<file path="config.mk">
export PLATFORM = sky130hd
export DESIGN_NAME = subleq_mem
export DESIGN_NICKNAME = d
export VERILOG_FILES = /design/src/rtl/subleq_mem.sv
export SDC_FILE = /design/constraint.sdc
export NUM_CORES = 2
export LEC_CHECK = 0
export BUFFER_PORTS_ARGS = -buffer_cell sky130_fd_sc_hd__buf_2
export CORE_MARGIN = 2
export CORE_UTILIZATION = 45
export CTS_BUF_LIST = sky130_fd_sc_hd__clkbuf_16
export CTS_CLUSTER_SIZE = 12
export DETAILED_ROUTE_END_ITERATION = 10
export HOLD_SLACK_MARGIN = 0.1
export MAX_ROUTING_LAYER = met4
export RECOVER_POWER = 100
export SLEW_MARGIN = 20
export SYNTH_ARGS = -nofsm -noshare
export SYNTH_HDL_FRONTEND = slang
export SYNTH_SLANG_ARGS = --single-unit
</file>
<file path="constraint.sdc">
create_clock -name i_clk -period 10.6 [get_ports i_clk]
set_input_delay 1.59 -clock i_clk [delete_from_list [all_inputs] [get_ports i_clk]]
set_output_delay 1.59 -clock i_clk [all_outputs]
set_load 0.01 [all_outputs]
</file>
<file path="src/rtl/subleq_mem.sv">
// subleq_mem: RAM responder for the subleq core with a valid/ready program
// loader that fills memory from address 0 while holding the core in reset.
// Optional memory-mapped output port: define SUBLEQ_MEM_IO_PORT_EN.
module subleq_mem #(
  parameter int unsigned       ADDR_W  = 8,
  parameter int unsigned       DATA_W  = 8,
  parameter logic [ADDR_W-1:0] IO_ADDR = 8'hFF
) (
  input  logic              i_clk,
  input  logic              i_rst,
  input  logic [ADDR_W-1:0] i_raddr,
  output logic [DATA_W-1:0] o_rdata,
  input  logic [ADDR_W-1:0] i_waddr,
  input  logic [DATA_W-1:0] i_wdata,
  input  logic              i_we,
  input  logic              i_ld_start,
  input  logic              i_ld_valid,
  input  logic [DATA_W-1:0] i_ld_data,
  input  logic              i_ld_last,
  output logic              o_ld_ready,
  output logic              o_cpu_rstn,
  output logic              o_busy,
`ifdef SUBLEQ_MEM_IO_PORT_EN
  output logic [DATA_W-1:0] o_io_data,
  output logic              o_io_valid,
`endif
  output logic [ADDR_W:0]   o_ld_count
);

  localparam int unsigned       DEPTH    = 1 << ADDR_W;
  localparam logic [ADDR_W-1:0] PTR_LAST = '1;

  typedef enum logic [1:0] {
    S_IDLE,
    S_LOAD,
    S_RELEASE
  } state_t;

  state_t              state;
  logic [ADDR_W-1:0]   ptr;
  logic [DATA_W-1:0]   mem [DEPTH];
  logic                ld_xfer;
  logic                core_we;
  logic                ram_core_we;

  assign o_rdata = mem[i_raddr];
  assign ld_xfer = (state == S_LOAD) && i_ld_valid && o_ld_ready;
  assign core_we = (state == S_IDLE) && i_we;

`ifdef SUBLEQ_MEM_IO_PORT_EN
  logic io_hit;
  assign io_hit      = core_we && (i_waddr == IO_ADDR);
  assign ram_core_we = core_we && !io_hit;

  // Output port register: captures core writes to IO_ADDR, valid is a one-cycle pulse
  always_ff @(posedge i_clk or posedge i_rst) begin
    if (i_rst) begin
      o_io_data  <= '0;
      o_io_valid <= 1'b0;
    end else begin
      o_io_valid <= io_hit;
      if (io_hit) o_io_data <= i_wdata;
    end
  end
`else
  assign ram_core_we = core_we;
`endif

  // RAM write port: loader and core are never both active (state-exclusive)
  always_ff @(posedge i_clk) begin
    if (ld_xfer) begin
      mem[ptr] <= i_ld_data;
    end else if (ram_core_we) begin
      mem[i_waddr] <= i_wdata;
    end
  end

  // Loader FSM with registered ready / core-reset / busy outputs
  always_ff @(posedge i_clk or posedge i_rst) begin
    if (i_rst) begin
      state      <= S_IDLE;
      ptr        <= '0;
      o_ld_count <= '0;
      o_ld_ready <= 1'b0;
      o_cpu_rstn <= 1'b1;
      o_busy     <= 1'b0;
    end else begin
      unique case (state)
        S_IDLE: begin
          if (i_ld_start) begin
            state      <= S_LOAD;
            ptr        <= '0;
            o_ld_count <= '0;
            o_ld_ready <= 1'b1;
            o_cpu_rstn <= 1'b0;
            o_busy     <= 1'b1;
          end
        end
        S_LOAD: begin
          if (ld_xfer) begin
            ptr        <= ptr + 1'b1;
            o_ld_count <= o_ld_count + 1'b1;
            if (i_ld_last || (ptr == PTR_LAST)) begin
              state      <= S_RELEASE;
              o_ld_ready <= 1'b0;
            end
          end
        end
        S_RELEASE: begin
          state      <= S_IDLE;
          o_cpu_rstn <= 1'b1;
          o_busy     <= 1'b0;
        end
        default: begin
          state      <= S_IDLE;
          o_ld_ready <= 1'b0;
          o_cpu_rstn <= 1'b1;
          o_busy     <= 1'b0;
        end
      endcase
    end
  end

endmodule
</file>
# After elaboration in Yosys (flattened, before gate mapping)
# Memory sizes are Yosys's and may differ from the RTL's.
# Cells that the tools add are included.
# word_totals
mem_bits_rw	2048
ff_bits	22
n_memories	1
# memory_table
memory	depth	width	rd	rd_ports_with_merged_regs	wr	line_no	text
mem	256	8	1	0	1	41	logic [DATA_W-1:0] mem [DEPTH];
# op_classes
reduce_logical	11
addsub	2
bitwise_logic	2
muxes	25
n_eq_ne	6
# ops
cell	n
8-bit 2-to-1 mux	4
9-bit 2-to-1 mux	2
9-bit one-hot mux with 2 select lines	1
8-bit one-hot mux with 2 select lines	1
1-bit 2-to-1 mux	10
9-bit by 1-bit adder with 9-bit output, second input constant	1
8-bit by 1-bit adder with 8-bit output, second input constant	1
8-bit equality test, second input constant	1
8-bit OR reduction	1
2-bit 2-to-1 mux	3
3-bit AND reduction	2
2-bit != test, second input constant	2
1-bit one-hot mux with 2 select lines	2
2-bit one-hot mux with 2 select lines	1
4-bit AND reduction	1
1-bit logical AND	3
1-bit one-hot mux with 3 select lines	1
2-bit by 1-bit equality test with 1-bit output, second input constant	1
2-bit equality test, second input constant	1
2-bit logical NOT	1
2-bit by 1-bit != test with 1-bit output, second input constant	1
1-bit inverter	2
2-bit AND reduction	1
2-bit nonzero test	1
1-bit logical OR	1

# Longest topological paths before layout
# depth
depth_word	7
ltp_mapped	11
depth_no_buf	6

# Worst setup path before layout
# No wires, ideal clock.
# synth_timing
path_kind	input to register
startpoint	input i_we
endpoint	memory mem[0][0], data pin
t_arrival_ps	5389
required_time_ps	9777
slack_ps	4388
stages	5
path_cell_list	and3_1 clkbuf_1 clkbuf_1 nand2_1 nand2_1
# synth_between
elab_chain_len	6
# synth_lines
element	line_no	text
start, declared	15	input logic i_we,
1-bit logical AND	48	assign core_we = (state == S_IDLE) && i_we;
1-bit 2-to-1 mux	73	end else if (ram_core_we) begin
1-bit 2-to-1 mux	71	if (ld_xfer) begin
1-bit 2-to-1 mux (not written as such)	74	mem[i_waddr] <= i_wdata;
8-bit OR reduction (no line)	n/a	
8-bit 2-to-1 mux (no line)	n/a	
end, declared	41	
# Every way passes these cells.

# Worst setup path after layout
# layout_timing
startpoint	input i_raddr[0]
endpoint	output o_rdata[4]
# layout_between
elab_chain_len	1
# layout_lines
element	line_no	text
start, declared	11	input logic [ADDR_W-1:0] i_raddr,
memory read 256 x 8 bit	n/a	
end, declared	12	output logic [DATA_W-1:0] o_rdata,
# Every way passes these cells.

==> impl_metrics.ini <==
[clocking]
path_clk_slew_ns = 0.06
cts-resized-gates = 0
cts_tree = built
root_buffer = clkbuf_16
htree_levels = 4
numCtsBuffers = 210
cts_sinks = 2070
clockBufferDepth = 3
post-cts-setup-buffers = 0
postCtsHoldBufs = 0
clk_latency_ns = 0.87

[critical_path]
cp-end-kind = primary output
reg2regPathDepth = 5
critPathMaxFanout = 79
path_class = in2out
rr_startpoint = state[1]$_DFFE_PP0P_
cp-start-kind = input port
worstPathRequired_ns = 9.01
cp-startpoint = i_raddr[0]
crit_arrival_ns = 6.90

[power_and_ir_drop]
p_total_w = 0.01795
peakVddDrop_uv = 221.4
p_per_area_mw_per_mm2 = 200.8
leakage_nw = 27.81

[detailed_routing]
drt_wl_total_um = 206600
dr.first_iter.drc_count = 4776
first_pass_iters = 6
wire_per_inst_um = 31.18
viasPerCell = 6.089
drtAntennaViolNets = 0
vias = 40344
remaining_drc_errors = 0

[die]
io_pins = 58
chipHeight_um = 427.5
die_area_mm2 = 0.1827
core_area_mm2 = 0.1782
start_util_pct = 45.28
num_rows = 155
die_x_um = 427.5

[sta]
worstMarginPinSlew_ns = 4.631
max_freq_mhz = 117.7
finalHoldViolCount = 0
maxSlewViolCount = 1697
grt_setup_unrepaired = no
timing.final.crit_share_pct = 80.13
setup_viol = 0
min_period_ns = 8.493
totalNegativeSetupSlack_ns = 0
finalClockSkew_ns = 0.04203
slew_headroom_pct = -208.7

[yosys]
yosysUniqueCellTypes = 60
yosysSeqAreaShare_pct = 76.89
synth.most_common_cell = edfxtp_1
synth_cells = 3998
synth_nets = 4038
yosys-top-cells-count = 2048 x edfxtp_1, 418 x mux4_2, 310 x nor2_1
syn_avg_cell_area_um2 = 20.18
ys_warn_count = 0
synthArstFlopShare_pct = 1.063
synth_edf_count = 2048
synth_top_area_share_pct = 76.21
syn_area_mm2 = 0.08070
synth_largest_area_cell = edfxtp_1
ys_seq_elements = 2070
ys.flop_type = edfxtp_1
netlist_top_cells_area = edfxtp_1 76%, mux4_2 12%, mux2i_1 2.2%

[final_layout]
area_growth_pct = 10.75
fillers = 14229
drive_gt1_share_pct = 18.31
final_nets = 4146

[min_path]
hold_class = reg2reg
worstHoldStart = o_cpu_rstn$_DFFE_PP1P_
holdPathStages = 2

[placement]
gp_congestion = 0.8542
hpwl_um = 123600
io_buffer_count = 57

[job]
timing.max_cap.violations = 26

[grt]
track_usage_pct = 23.45
overflow = 0
antenna_found_initial = 15
grt_pass1_vias = 40432
grt_pass1_wl_um = 295900
grt_start_max_net_pins = 223

[status]
violations = capacitance limit, slew limit
run_status = complete, but fails checks
-- registers in the layout (all words and copies together), names as in the netlist --
signal / cells
o_ld_count: 9
o_busy: 1
mem: 2048
state: 2
ptr: 8
o_cpu_rstn: 1
o_ld_ready: 1
-- cells in the final DEF, fill, tap and decap left out, drive strengths merged, types with 31 or more instances in the layout --
cell	synthesis	final
edfxtp	2048	2048
mux4	418	418
nor2	310	310
clkbuf	120	258
mux2i	177	177
a22oi	162	162
a21oi	106	106
nand2	106	106
inv	8	89
buf	112	80
clkinv	1	75
o22ai	57	57
nand3	44	44
o21ai	43	43
a211oi	31	31
nor3	31	31
nor4	31	31
-- kinds of logic (layout without fill, tap and decap cells) --
| family | Yosys count | count (layout) | share of synthesized area [%] |
|---|---|---|---|
| buf+inv | 241 | 503 | 1.792 |
| other cells | 0 | 11 | 0 |
| xor+xnor | 10 | 10 | 0.1085 |
| mux | 601 | 601 | 13.95 |
| flops | 2070 | 2070 | 76.89 |
| fa+ha+maj | 2 | 2 | 0.03100 |
| compound gates | 463 | 463 | 3.836 |
| simple gates | 611 | 611 | 3.394 |
-- cell type report --
type | instances | area [um^2] | area share [%]
clock buffer | 210 | 5255 | 5.880
clock inverter | 156 | 908.4 | 1.016
tap | 2355 | 2947 | 3.297
inverter | 9 | 33.78 | 0.03780
antenna | 11 | 27.53 | 0.03080
multi-input combinational | 1687 | 17290 | 19.34
sequential | 2070 | 62050 | 69.43
timing repair buffer | 128 | 862.1 | 0.9646
-- report_power, final --
part / switching, W / total (W) / internal (W)
Clock: 0.00309 / 0.00668 / 0.00359
Combinational: 0.00127 / 0.00158 / 0.000312
Sequential: 0.0000342 / 0.00969 / 0.00965
Total: 0.00440 / 0.0179 / 0.0136
-- stage by stage --
step	cells	cell area [um^2]	utilization [%]	hold slack, ns	setup WS (ns)
2_1_floorplan	3998	80700	-	0.4833	4.388
3_3_place_gp	6245	83360	46.77	0.4768	3.032
3_5_place_dp	6245	83370	46.78	0.4753	3.033
4_1_cts	6611	89540	50.24	0.4906	3.032
5_1_grt	6624	89370	50.14	0.5136	1.455
6_report	6626	89370	50.14	0.4884	2.107
-- worst max-delay path, cell delays in order --
cell,delay [ns]
buf_8,0.44
buf_12,0.51
clkbuf_1,1.59
mux4_2,0.66
a22oi_1,0.34
a21oi_1,0.13
nor4_1,0.84
nor4_1,0.32
clkbuf_1,0.22
-- worst paths after layout --
kind / endpoint / slack [ns]
worst max-delay path: o_rdata[4] / 2.11
worst min-delay path: o_cpu_rstn$_DFFE_PP1P_ / 0.49
worst max register to register: mem[237][5]$_DFFE_PP_ / 2.71
worst min register to register: o_cpu_rstn$_DFFE_PP1P_ / 0.49
max in group asynchronous: ptr[2]$_DFFE_PP0P_ / 9.13
min in group asynchronous: o_busy$_DFFE_PP0P_ / 0.91
-- routing by layer --
layer	wire length [um]	up-vias	GRT usage [%]
met1	82690	21324	31.13
met4	7902	0	8.480
met5	0	-	-
met3	17950	365	5.785
met2	98050	1844	35.38
li1	-	16811	-
Note: power is estimated with default switching activity, not from simulation.
